$ cat src/rtl/ws2812_frame_driver.sv
// WS2812 frame driver: streams a ROWSxCOLS frame buffer to an LED chain on one data line.
// Pixels are prefetched into a hold buffer during the first bit of the previous LED so bits run back to back.
module ws2812_frame_driver #(
    parameter int ROWS       = 16,
    parameter int COLS       = 12,
    parameter int BPP        = 24,
    parameter int ADDR_W     = 8,
    parameter int TBIT       = 63,
    parameter int T0H        = 20,
    parameter int T1H        = 40,
    parameter int TRES       = 3000,
    parameter int SERPENTINE = 1,
    parameter logic [BPP-1:0] ON_COLOR  = BPP'(24'h00FF00),
    parameter logic [BPP-1:0] OFF_COLOR = '0
) (
    input  logic              CLOCK_50,
    input  logic              reset_n,
    input  logic              start,
    input  logic              mono,
    output logic [ADDR_W-1:0] pix_addr,
    output logic              pix_rd,
    input  logic [BPP-1:0]    pix_data,
    output logic              dout,
    output logic              busy,
    output logic              frame_done
);
    localparam int N    = ROWS * COLS;
    localparam int CMAX = (TBIT > TRES) ? TBIT : TRES;
    localparam int CW   = $clog2(CMAX + 1);
    localparam int BW   = $clog2(BPP + 1);
    localparam int LW   = $clog2(N + 1);
    localparam int KW   = $clog2(COLS + 1);

    localparam logic [CW-1:0]     TBIT_M1 = CW'(TBIT - 1);
    localparam logic [CW-1:0]     T0H_C   = CW'(T0H);
    localparam logic [CW-1:0]     T1H_C   = CW'(T1H);
    localparam logic [CW-1:0]     TRES_M1 = CW'(TRES - 1);
    localparam logic [CW-1:0]     TRES_M2 = CW'((TRES >= 2) ? TRES - 2 : 0);
    localparam logic [BW-1:0]     BPP_M1  = BW'(BPP - 1);
    localparam logic [LW-1:0]     N_M1    = LW'(N - 1);
    localparam logic [KW-1:0]     COLS_M1 = KW'(COLS - 1);
    localparam logic [ADDR_W-1:0] COLS_A  = ADDR_W'(COLS);
    localparam logic [ADDR_W-1:0] COLS_A1 = ADDR_W'(COLS - 1);

    typedef enum logic [2:0] {IDLE, FETCH, LOAD, SEND, LATCH} state_t;

    state_t            state_q;
    logic [CW-1:0]     cnt_q;
    logic [BW-1:0]     bit_q;
    logic [LW-1:0]     led_q;
    logic [KW-1:0]     col_q, col_d;
    logic              odd_q, odd_d;
    logic [ADDR_W-1:0] base_q, base_d, addr_d, addr_q;
    logic [BPP-1:0]    shift_q, hold_q;
    logic              mono_q, pf_rd_q, pf_q;
    logic              dout_q, busy_q, done_q, rd_q;
    logic              issue_d;

    function automatic logic [BPP-1:0] colour(input logic [BPP-1:0] x, input logic m);
        return m ? (x[0] ? ON_COLOR : OFF_COLOR) : x;
    endfunction

    // Row/column walk of the LED chain; base_q tracks row*COLS so no multiplier is needed.
    always_comb begin
        col_d  = col_q + 1'b1;
        odd_d  = odd_q;
        base_d = base_q;
        if (col_q == COLS_M1) begin
            col_d  = '0;
            odd_d  = ~odd_q;
            base_d = base_q + COLS_A;
        end
        if (SERPENTINE != 0 && odd_q) addr_d = base_q + COLS_A1 - ADDR_W'(col_q);
        else                          addr_d = base_q + ADDR_W'(col_q);
        issue_d = (state_q == IDLE && start) ||
                  (state_q == LOAD && N > 1) ||
                  (state_q == SEND && cnt_q == TBIT_M1 && bit_q == BPP_M1 && int'(led_q) < N - 2);
    end

    always_ff @(posedge CLOCK_50 or negedge reset_n) begin
        if (!reset_n) begin
            state_q <= IDLE;
            cnt_q   <= '0;
            bit_q   <= '0;
            led_q   <= '0;
            col_q   <= '0;
            odd_q   <= 1'b0;
            base_q  <= '0;
            addr_q  <= '0;
            shift_q <= '0;
            hold_q  <= '0;
            mono_q  <= 1'b0;
            pf_rd_q <= 1'b0;
            pf_q    <= 1'b0;
            dout_q  <= 1'b0;
            busy_q  <= 1'b0;
            done_q  <= 1'b0;
            rd_q    <= 1'b0;
        end else begin
            rd_q    <= 1'b0;
            done_q  <= 1'b0;
            dout_q  <= 1'b0;
            pf_rd_q <= issue_d && state_q != IDLE;
            pf_q    <= pf_rd_q;
            if (pf_q) hold_q <= colour(pix_data, mono_q);
            case (state_q)
                IDLE: if (start) begin
                    state_q <= FETCH;
                    busy_q  <= 1'b1;
                    mono_q  <= mono;
                end
                FETCH: state_q <= LOAD;
                LOAD: begin
                    shift_q <= colour(pix_data, mono_q);
                    cnt_q   <= '0;
                    bit_q   <= '0;
                    led_q   <= '0;
                    state_q <= SEND;
                end
                SEND: begin
                    dout_q <= cnt_q < (shift_q[BPP-1] ? T1H_C : T0H_C);
                    if (cnt_q != TBIT_M1) begin
                        cnt_q <= cnt_q + 1'b1;
                    end else begin
                        cnt_q <= '0;
                        if (bit_q != BPP_M1) begin
                            bit_q   <= bit_q + 1'b1;
                            shift_q <= shift_q << 1;
                        end else if (led_q == N_M1) begin
                            state_q <= LATCH;
                            done_q  <= (TRES == 1);
                        end else begin
                            bit_q   <= '0;
                            led_q   <= led_q + 1'b1;
                            shift_q <= hold_q;
                        end
                    end
                end
                LATCH: begin
                    if (cnt_q == TRES_M1) begin
                        state_q <= IDLE;
                        busy_q  <= 1'b0;
                        col_q   <= '0;
                        odd_q   <= 1'b0;
                        base_q  <= '0;
                    end else begin
                        cnt_q  <= cnt_q + 1'b1;
                        done_q <= (cnt_q == TRES_M2);
                    end
                end
                default: state_q <= IDLE;
            endcase
            if (issue_d) begin
                rd_q   <= 1'b1;
                addr_q <= addr_d;
                col_q  <= col_d;
                odd_q  <= odd_d;
                base_q <= base_d;
            end
        end
    end

    assign dout       = dout_q;
    assign busy       = busy_q;
    assign frame_done = done_q;
    assign pix_rd     = rd_q;
    assign pix_addr   = addr_q;
endmodule

$ cat config.mk
export PLATFORM = sky130hd
export DESIGN_NAME = ws2812_frame_driver
export DESIGN_NICKNAME = d
export VERILOG_FILES = /design/src/rtl/ws2812_frame_driver.sv
export SDC_FILE = /design/constraint.sdc
export NUM_CORES = 1
export LEC_CHECK = 0
export BUFFER_PORTS_ARGS = -buffer_cell sky130_fd_sc_hd__buf_2
export CAP_MARGIN = 40
export CORE_UTILIZATION = 55
export CTS_CLUSTER_SIZE = 8
export DETAILED_ROUTE_END_ITERATION = 8
export PLACE_DENSITY_LB_ADDON = 0.2
export SLEW_MARGIN = 30
export SYNTH_ARGS = -nofsm -noshare
export SYNTH_HDL_FRONTEND = slang
export SYNTH_SLANG_ARGS = --single-unit
$ cat constraint.sdc
create_clock -name CLOCK_50 -period 2.3 [get_ports CLOCK_50]
set_clock_uncertainty 0.1 [all_clocks]
set_input_delay 0.345 -clock CLOCK_50 [delete_from_list [all_inputs] [get_ports CLOCK_50]]
set_output_delay 0.345 -clock CLOCK_50 [all_outputs]
set_load 0.01 [all_outputs]
-- Word level (Yosys, flattened, before mapping)
Index checks and enable logic that the tools add are counted.
W data, S select, Z words.
- word-level logic and storage cells: 114
- register bits: 104
- bits of input ports: 28
- output and inout bits: 12
- order comparisons: 2
- mux-type cells: 43
- reduce and logical (&&, ||, !) cells: 22
- bitwise gates (word level): 1
- $add $sub $neg: 8
- eq/ne operators: 21
- operator list (cell ; number):
    $mux W24 ; 4
    $mux W8 ; 8
    $pmux W24 S2 ; 1
    $pmux W12 S3 ; 1
    $eq A12 B12 Y1 const B ; 2
    $mux W12 ; 2
    $add A8 B4 Y8 const B ; 2
    $mux W16 ; 1
    $mux W4 ; 4
    $pmux W8 S2 ; 1
    $mux W3 ; 5
    $mux W5 ; 3
    $pmux W3 S5 ; 1
    $add A12 B1 Y12 const B ; 1
    $eq A12 B6 Y1 const B ; 1
    $lt A12 B6 Y1 ; 1
    $ne A12 B6 Y1 const B ; 1
    $ne A2 B2 Y1 const B ; 6
    $pmux W5 S2 ; 1
    $mux W1 ; 9
    $reduce_and A3 Y1 ; 3
    $add A8 B1 Y8 const B ; 1
    $add A8 B4 Y8 ; 1
    $eq A8 B8 Y1 const B ; 1
    other kinds (23) ; 36

-- Longest topological paths before layout
Gate-level depths: netlist (run 1).
- depth after elaboration: 7
- gate-level depth with buffers: 9
- mapped depth without buffers: 9

-- Least setup slack after synthesis (run 1)
OpenSTA, ideal clock, no wires.
- kind: reg2reg
- start: register state_q[0]
- end: register cnt_q[10]
- setup time: 127 ps
- arrival time: 1954 ps
- data required time: 2073 ps
- setup slack: 119 ps
- stages on the path, launching flop included: 7
- clock period less this slack: 2181 ps
- cells stage by stage: dfrtp_1 buf_2 or3b_1 a31oi_2 o21ai_1 or4_1 mux2_1
- cells in the longest elaborated chain, start to end: 3
- elaborated cells on any way between the ends: 7
- those cells by class: 4 x eq/ne; 1 x mux; 2 x reduce/logical
- RTL lines (item ; line ; RTL):
    from (decl) ; 47 ; state_t state_q;
    from (signal assigned) ; 82 ; state_q <= IDLE;
    from (signal assigned) ; 108 ; state_q <= FETCH;
    from (signal assigned) ; 112 ; FETCH: state_q <= LOAD;
    $eq A3 B3 Y1 or $eq A3 B2 Y1 (tied branches) ; 106 ; case (state_q)
    $ne A2 B2 Y1 (no line) or $reduce_bool A3 Y1 (tied branches) ; -- ;
    $reduce_and A2 Y1 (no line) ; -- ;
    to (signal assigned) ; 123 ; cnt_q <= cnt_q + 1'b1;
    to (signal assigned) ; 147 ; cnt_q <= cnt_q + 1'b1;
    to (decl) ; 48 ; logic [CW-1:0] cnt_q;
Several ways; a longest one is shown, not always the timed one.
A chain may end at the register's enable or synchronous reset.

-- Worst setup path after layout (run 1)
- start: register cnt_q[11]
- end: register base_q[5]
- cells in the longest elaborated chain, start to end: 7
- elaborated cells on any way between the ends: 11
- those cells by class: 3 x eq/ne; 1 x mux; 7 x reduce/logical
- RTL lines (item ; line ; RTL):
    $eq A12 B6 Y1 ; 77 ; (state_q == SEND && cnt_q == TBIT_M1 && bit_q == BPP_M1 && int'(led_q) < N - 2);
    $logic_and A1 B1 Y1 (3 in a row) ; 77 ;
    $logic_or A1 B1 Y1 ; 76 ; (state_q == LOAD && N > 1) ||
    $ne A2 B1 Y1 (no line) or $reduce_bool A2 Y1 (tied branches) ; -- ;
    $reduce_and A3 Y1 (no line) ; -- ;
    to (signal assigned) ; 158 ; base_q <= base_d;
    to (decl) ; 53 ; logic [ADDR_W-1:0] base_q, base_d, addr_d, addr_q;
Several ways; a longest one is shown, not always the timed one.

==> results of run 1 <==
==> what timing repair did <==
action | 4_1_cts | 5_1_grt
endpoints found under the setup margin | 0 | 33
endpoints found under the hold margin | 13 | 0
buffers inserted | 0 | 2
resized for setup | 0 | 9
hold buffers | 1 | 0
==> worst max-delay path: stages (launching register included) <==
cell and delay (ns):
dfrtp_1 0.44, nor4_4 0.36, nand4_4 0.14, o31a_1 0.41
or4_1 0.53, a21oi_1 0.15
==> cells in the final DEF, fill, tap and decap left out, types with 4 or more instances in the layout <==
cell / count
a211oi_1: 4
a21oi_1: 15
a31oi_1: 15
and2_1: 6
and3_1: 5
and4_1: 4
buf_2: 38
buf_4: 32
clkbuf_8: 10
dfrtp_1: 101
ha_1: 20
inv_1: 43
mux2_2: 17
mux2i_1: 9
nand2_1: 56
nand2b_1: 14
nand3_1: 33
nand4_1: 8
nor2_1: 43
nor2b_1: 18
nor3_1: 5
o211ai_1: 45
o21ai_0: 52
o31ai_1: 5
or4_1: 5
xnor2_1: 12
==> worst max path at each step <==
stage / startpoint / to / slack, ns / cells after the start
6_report: cnt_q[11]$_DFFE_PN0P_ / base_q[5]$_DFFE_PN0P_ / 0.11 / 5
5_1_grt: cnt_q[11]$_DFFE_PN0P_ / base_q[7]$_DFFE_PN0P_ / -0.01 / 6
4_1_cts: cnt_q[8]$_DFFE_PN0P_ / led_q[2]$_DFFE_PN0P_ / 0.03 / 6
3_5_place_dp: cnt_q[8]$_DFFE_PN0P_ / led_q[2]$_DFFE_PN0P_ / 0.04 / 6
3_3_place_gp: base_q[6]$_DFFE_PN0P_ / pix_addr[6]$_DFFE_PN0P_ / 0.17 / 7
2_1_floorplan: state_q[0]$_DFFE_PN0P_ / cnt_q[10]$_DFFE_PN0P_ / 0.12 / 6
==> through the flow <==
step,TNS (ns),std cells,cell area (sq um)
after floorplan,0,638,5833
after global placement,0,803,6320
after detailed placement,0,803,6320
after CTS,0,820,6536
after global routing,-0.01218,822,6579
final,0,822,6579
==> cell type report <==
class                   count  area share
clock buffers              11     0.02149
clock inverters             5    0.009890
inverters                  43     0.02453
multi-input cells         451      0.4540
flip-flops and latches    102      0.3882
well taps                 136     0.02587
repair buffers             74     0.07607
==> registers in the layout, indices dropped and copies added, names as in the netlist, 3 cells and up <==
signal	cells
col_q	4
shift_q	24
bit_q	5
led_q	8
cnt_q	12
pix_addr	8
hold_q	24
base_q	6
state_q	3
==> metal layers <==
metal,track usage,share of wire,vias up
met1,0.3178,0.44,2309
met2,0.4149,0.50,103
met3,0.03618,0.036,18
met5,0,0,-
met4,0.08954,0.018,0
li1,-,-,2367
==> cells in the mapped netlist (all sizes together), types with 5 or more instances <==
| library cell | instances |
|---|---|
| nor4 | 5 |
| a31oi | 16 |
| buf | 8 |
| or4 | 5 |
| mux2 | 18 |
| o21ai | 54 |
| and3 | 5 |
| o211ai | 45 |
| nand3 | 33 |
| o31ai | 5 |
| nor2b | 18 |
| ha | 21 |
| and2 | 6 |
| xnor2 | 12 |
| dfrtp | 102 |
| a211oi | 5 |
| nand2b | 14 |
| clkbuf | 34 |
| a21oi | 17 |
| mux2i | 9 |
| inv | 43 |
| nor3 | 5 |
| nand2 | 56 |
| nand4 | 9 |
| nor2 | 43 |
==> power by group through the flow <==
stage,sequential [mW],combinational [mW],clock [mW]
after floorplan,2.43,0.971,0
after global placement,2.46,1.27,0
after detailed placement,2.48,1.33,0
after CTS,2.45,1.34,1.23
after global routing,2.50,1.54,1.28
final,2.44,1.34,1.19
==> logic make-up (layout without fill, tap and decap cells) <==
group                      Yosys count  after routing  synth area share
DFF                                102            102            0.4379
other                                2              3          0.001288
AOI/OAI and AO/OA                  164            164            0.1824
xor gates and xnor gates            15             15           0.02254
and+or+nand+nor                    220            220            0.2003
muxes                               27             27           0.05023
adders and majority gates           22             22           0.04851
buffers and inverters               85            133           0.05688
==> out/metrics.cfg, run 1 <==
[sta]
max_slew_margin=0.5405
setup_slack_ns=0.1148
final-setup-viol-count=0
worst_pin_slew_ns=0.6893
hold_viol=0
period_share=0.9501
fin_crit_ns=2.185
finalMaxSlewViolations=0
max_freq_ghz=0.4576
whs_ns=0.1077

[pwr]
p_sw_mw=1.606
ir_drop_v=0.0004330
p_seq_frac=0.490
p_clk_frac=0.240
power_mw=4.983
leakagePower_nw=2.875
p_comb_frac=0.270
swShare=0.3223
intPower_mw=3.377
power_density_nw_per_um2=757.4

[hold_path]
hold_depth=2
min_from=mono
min_to=mono_q$_DFFE_PN0P_
min_path_type=in2reg

[global_routing]
antenna_found_initial=0
grt_pass1_vias=4730
grt_max_degree=52
grt_overflow=0
grt_util_all_layers=0.2444
grt_pass1_wl_microns=21740

[final_layout]
antenna_cells=0
fin_util=0.6401
nFillCells=875
num-nets-final=731
multi_input_area_sq_um=2987
drive_gt1_frac=0.1720
syn_to_final_growth_pct=12.86
seqCellArea_sq_um=2554

[worst_setup_path]
crit_fanout=8
cp.required_ns=2.51
cp.arrival_ns=2.39
r2r_start=cnt_q[11]$_DFFE_PN0P_
r2r_slack_ns=0.11
ff2ff_path_depth=5
end_kind=flop
cp-start-kind=flop
r2r-end=base_q[5]$_DFFE_PN0P_
critPathKind=reg2reg

[logic_synthesis]
synthDistinctLibCells=63
async_reset_ff_frac=1.000
synth_top_area_frac=0.4379
yosys_most_used_dff=dfrtp_1
yosysSeqAreaShare=0.4379
netlist_area_sq_um=5829
synth_edf_count=0
avgSynthCellArea_sq_um=9.151
ys_seq_elements=102
synth_top_cell_by_area=dfrtp_1
synthTopCellsByArea=dfrtp_1, o211ai_1, o21ai_0, ha_1, nand2_1
yosysWarnings=0
synthCells=637

[clock_tree]
numCtsBuffers=9
cts_tree=yes
cts.sinks=102
htree_levels=3
clk_path_buf_depth=2
clockRootBuffer=clkbuf_8
clk_pin_slew_ns=0.10
clock_latency_ns=0.38

[floorplan]
dieArea_sq_um=11010
coreArea_sq_um=10280
start_util=0.5672
rows=37
io_pins=40
die_w_microns=105.0
die_y_microns=105.0

[placement]
pre_cts_ws_ns=0.03664
hpwl_microns=8854
gp_congestion=0.8572
io_buffers=39

[outcome]
status=completed

[routing]
routed_via_density=5.836
dr.pass1.iters=5
first_iter_violations=277
drc_errors=0
vias=4797
wl_microns=12710
ant_nets=0
wl_per_cell_microns=15.46

[job]
max_cap_viol_count=0

(Power assumes the default switching activity.)
==> run 2: changes to the inputs <==
--- a/config.mk
+++ b/config.mk
@@ -7,7 +7,7 @@
 export LEC_CHECK = 0
 export BUFFER_PORTS_ARGS = -buffer_cell sky130_fd_sc_hd__buf_2
 export CAP_MARGIN = 40
-export CORE_UTILIZATION = 55
+export CORE_UTILIZATION = 41
 export CTS_CLUSTER_SIZE = 8
 export DETAILED_ROUTE_END_ITERATION = 8
 export PLACE_DENSITY_LB_ADDON = 0.2
==> out/metrics.cfg, run 2 (synthesized netlist as in run 1, its figures left out) <==
[worst_setup_path]
r2r_slack_ns=0.10
r2r-end=base_q[7]$_DFFE_PN0P_
crit_fanout=9
r2r_start=cnt_q[8]$_DFFE_PN0P_
cp.arrival_ns=2.38
setup.worst_path.end=base_q[7]$_DFFE_PN0P_
cp.required_ns=2.48
startpoint=cnt_q[8]$_DFFE_PN0P_
end_kind=flop
ff2ff_path_depth=5
cp-start-kind=flop
critPathKind=reg2reg

[sta]
final-setup-viol-count=0
worst_pin_slew_ns=0.7273
setup_slack_ns=0.1001
whs_ns=0.1228
max_slew_margin=0.5151
finalMaxSlewViolations=0
fin_crit_ns=2.200
finalSetupTns_ns=0
max_freq_ghz=0.4546
period_share=0.9565
hold_viol=0

[placement]
io_buffers=39
pre_cts_ws_ns=-0.02522
hpwl_microns=9042
gp_congestion=0.8483

[final_layout]
syn_to_final_growth_pct=15.33
reg_top3=hold_q: 24 flops, shift_q: 24 flops, cnt_q: 12 flops
drive_gt1_frac=0.1742
antenna_cells=0
fin_util=0.4843
num-nets-final=735
seqCellArea_sq_um=2552
nFillCells=1332
final_common_cell=dfrtp_1
multi_input_area_sq_um=2984
layout_common_cells=dfrtp_1, nand2_1, o21ai_0

[pwr]
p_clk_frac=0.277
p_seq_frac=0.466
intPower_mw=3.594
power_density_nw_per_um2=777.3
swShare=0.3122
p_sw_mw=1.632
p_comb_frac=0.256
ir_drop_v=0.0003714
leakagePower_nw=2.916

[routing]
ant_nets=0
wl_microns=13070
dr_wl_met2_microns=6451
drc_errors=0
routed_via_density=5.481
wl_per_cell_microns=15.04
routed.top_layer=met4
dr.pass1.iters=4
first_iter_violations=297
wl_met1_microns=6065
vias=4763
wl_met3_microns=312

[floorplan]
dieArea_sq_um=14700
io_pins=40
rows=43
die_w_microns=121.2
start_util=0.4200
die_y_microns=121.2
coreArea_sq_um=13880

[hold_path]
hold_depth=2
min_path_type=in2reg

[global_routing]
antenna_found_initial=0
grt_overflow=0
grt_max_degree=50
grt_util_all_layers=0.1956
grt_pass1_vias=4828
grt_pass1_wl_microns=22800

[outcome]
status=completed

[clock_tree]
clock_latency_ns=0.35
cts.sinks=102
clk_pin_slew_ns=0.07
numCtsBuffers=9
htree_levels=3
clockRootBuffer=clkbuf_16
clk_path_buf_depth=2
cts_tree=yes

[job]
max_cap_viol_count=0

==> run 2: cell types whose count changed in the layout (fill, tap and decap cells not counted), sizes merged <==
cell,delta
buf,+4
clkinvlp,+3
inv,-1
clkinv,-2
bufinv,-1
==> run 2: metrics by stage <==
| stage | cell area, sq um | total power, mW | cells |
|---|---|---|---|
| 2_1_floorplan | 5833 | 3.406 | 638 |
| 3_3_place_gp | 6400 | 3.763 | 852 |
| 3_5_place_dp | 6400 | 3.814 | 852 |
| 4_1_cts | 6684 | 5.291 | 868 |
| 5_1_grt | 6723 | 5.617 | 869 |
| 6_report | 6723 | 5.225 | 869 |
==> run 2: worst max-delay path, cell delays in order, from the launching register on <==
cell and delay, ns:
dfrtp_1 0.45, nor4_4 0.38, nand4_4 0.14, o31a_1 0.38, or4_1 0.53, a21oi_1 0.15
==> run 2: repair_timing <==
item,4_1_cts,5_1_grt
setup endpoints to repair,1,16
resized for setup,1,7
hold endpoints to repair,22,0
buffers inserted,0,1
hold buffers,1,0
==> run 2: layout make-up <==
cell class,count,area share
tap,180,0.03350
clock buffer,11,0.03611
clock inverter,4,0.004653
multi-input combinational,451,0.4439
inverter,43,0.02401
sequential,102,0.3797
timing repair buffer,78,0.07817
==> run 2: per-layer routing <==
metal  up-vias  global-route usage
li1       2370                   -
met1      2318              0.2505
met2        61              0.3307
met3        14             0.02350
met4         0             0.08642
met5         -                   0
==> run 2: worst min path at each step <==
stage	from	end	slack, ns
3_5_place_dp	reset_n	pix_addr[6]$_DFFE_PN0P_	0.18
4_1_cts	mono	mono_q$_DFFE_PN0P_	0.11
6_report	mono	mono_q$_DFFE_PN0P_	0.12
2_1_floorplan	reset_n	base_q[2]$_DFFE_PN0P_	-0.05
5_1_grt	mono	mono_q$_DFFE_PN0P_	0.11
3_3_place_gp	reset_n	pix_addr[6]$_DFFE_PN0P_	0.18
==> run 2: power by group through the flow <==
stage	combinational, mW	sequential, mW	clock [mW]
6_report	1.34	2.44	1.45
5_1_grt	1.55	2.50	1.56
4_1_cts	1.35	2.44	1.49
3_5_place_dp	1.34	2.48	0
3_3_place_gp	1.30	2.47	0
2_1_floorplan	0.971	2.43	0
==> run 3: changes to the inputs <==
--- a/config.mk
+++ b/config.mk
@@ -10,7 +10,6 @@
 export CORE_UTILIZATION = 41
 export CTS_CLUSTER_SIZE = 8
 export DETAILED_ROUTE_END_ITERATION = 8
-export PLACE_DENSITY_LB_ADDON = 0.2
 export SLEW_MARGIN = 30
 export SYNTH_ARGS = -nofsm -noshare
 export SYNTH_HDL_FRONTEND = slang
==> out/metrics.cfg, run 3 (synthesized netlist as in run 1, its figures left out) <==
[pwr]
p_seq_frac=0.455
swShare=0.3094
p_comb_frac=0.255
ir_drop_v=0.0003500
p_clk_frac=0.290
p_sw_mw=1.656
intPower_mw=3.695
power_density_nw_per_um2=793.6
leakagePower_nw=2.928

[placement]
pre_cts_ws_ns=0.05876
hpwl_microns=9044
gp_congestion=0.8707
io_buffers=39

[worst_setup_path]
cpPeakStageDelay_ns=0.53
r2r-end=base_q[7]$_DFFE_PN0P_
cp_top_family=simple AND/OR/NAND/NOR gates
end_kind=flop
cp-start-kind=flop
cp.required_ns=2.48
r2r_slack_ns=0.09
cp.arrival_ns=2.38
critPathKind=reg2reg
r2r_start=cnt_q[11]$_DFFE_PN0P_
crit_fanout=5
critPathBufInv=0
ff2ff_path_depth=5
crit_slowest_cell=or4_1
crit_chain=nor4_4 > nand4_4 > o31a_1 > or4_1 > a21oi_1

[clock_tree]
clockRootBuffer=clkbuf_16
cts.sinks=102
cts_tree=yes
clock_latency_ns=0.35
clk_pin_slew_ns=0.07
clk_path_buf_depth=2
htree_levels=3
numCtsBuffers=9

[final_layout]
final_common_cell=dfrtp_1
num-nets-final=735
fin_util=0.4858
layout_common_cells=dfrtp_1, nand2_1, o21ai_0
syn_to_final_growth_pct=15.67
reg_top3=hold_q: 24 flops, shift_q: 24 flops, cnt_q: 12 flops
drive_gt1_frac=0.1681
antenna_cells=0

[global_routing]
grt_util_all_layers=0.1960
grt_pass1_wl_microns=22710
grt_pass1_vias=4687
grt_max_degree=52
grt_overflow=0
antenna_found_initial=0

[routing]
vias=4831
dr.pass1.iters=6
routed_via_density=5.553
drc_errors=0
ant_nets=0
wl_per_cell_microns=15.36
first_iter_violations=362
wl_microns=13370

[hold_path]
min_from=mono
min_to=mono_q$_DFFE_PN0P_
hold_depth=2
min_path_type=in2reg

[floorplan]
die_w_microns=121.2
die_y_microns=121.2
io_pins=40
dieArea_sq_um=14700
coreArea_sq_um=13880
rows=43
start_util=0.4200

[sta]
period_share=0.9595
whs_ns=0.1437
finalSetupTns_ns=0
setup_slack_ns=0.09310
max_freq_ghz=0.4531
hold_viol=0
worst_pin_slew_ns=0.7441
max_slew_margin=0.5040
final-setup-viol-count=0
fin_crit_ns=2.207
finalMaxSlewViolations=0

[outcome]
status=completed

[job]
max_cap_viol_count=0

[run 3: how the worst max path moves through the flow]
stage,from,cells after the start,endpoint
2_1_floorplan,state_q[0]$_DFFE_PN0P_,6,cnt_q[10]$_DFFE_PN0P_
3_3_place_gp,base_q[6]$_DFFE_PN0P_,7,pix_addr[6]$_DFFE_PN0P_
3_5_place_dp,cnt_q[8]$_DFFE_PN0P_,6,led_q[2]$_DFFE_PN0P_
4_1_cts,cnt_q[8]$_DFFE_PN0P_,6,led_q[2]$_DFFE_PN0P_
5_1_grt,base_q[3]$_DFFE_PN0P_,9,pix_addr[6]$_DFFE_PN0P_
6_report,cnt_q[11]$_DFFE_PN0P_,5,base_q[7]$_DFFE_PN0P_
[run 3: per-stage QoR]
stage	area, sq um	std cells	total power, mW
finish	6743	870	5.351
global route	6743	870	5.735
CTS	6678	864	5.406
detailed placement	6375	847	3.837
global placement	6375	847	3.762
floorplan	5833	638	3.406
[run 3: per-layer routing]
metal  global-route usage  vias to the layer above  wire length, microns
li1                     -                     2364                     -
met3              0.02726                       22                   485
met1               0.2546                     2338                  6143
met4              0.09259                        0                   311
met2               0.3218                      107                  6424
met5                    0                        -                     0
[run 3: layout make-up]
class,count,area (sq um)
timing repair buffer,77,526.8
clock inverter,4,56.30
multi-input combinational,452,2984
clock buffer,12,236.5
tap,180,225.2
sequential,102,2552
inverter,43,161.4
fill,1302,7138
[run 3: power by group through the flow]
stage / Sequential, mW / Combinational, mW / Clock [mW]
CTS: 2.44 / 1.38 / 1.59
global route: 2.50 / 1.57 / 1.66
global placement: 2.45 / 1.31 / 0
finish: 2.44 / 1.37 / 1.55
floorplan: 2.43 / 0.971 / 0
detailed placement: 2.47 / 1.37 / 0
[run 3: repair_timing]
| action | in CTS | in global routing |
|---|---|---|
| endpoints found under the setup margin | 0 | 11 |
| setup buffers | 0 | 5 |
| hold buffers | 1 | 0 |
| hold endpoints to repair | 32 | 0 |
| resized for setup | 0 | 6 |
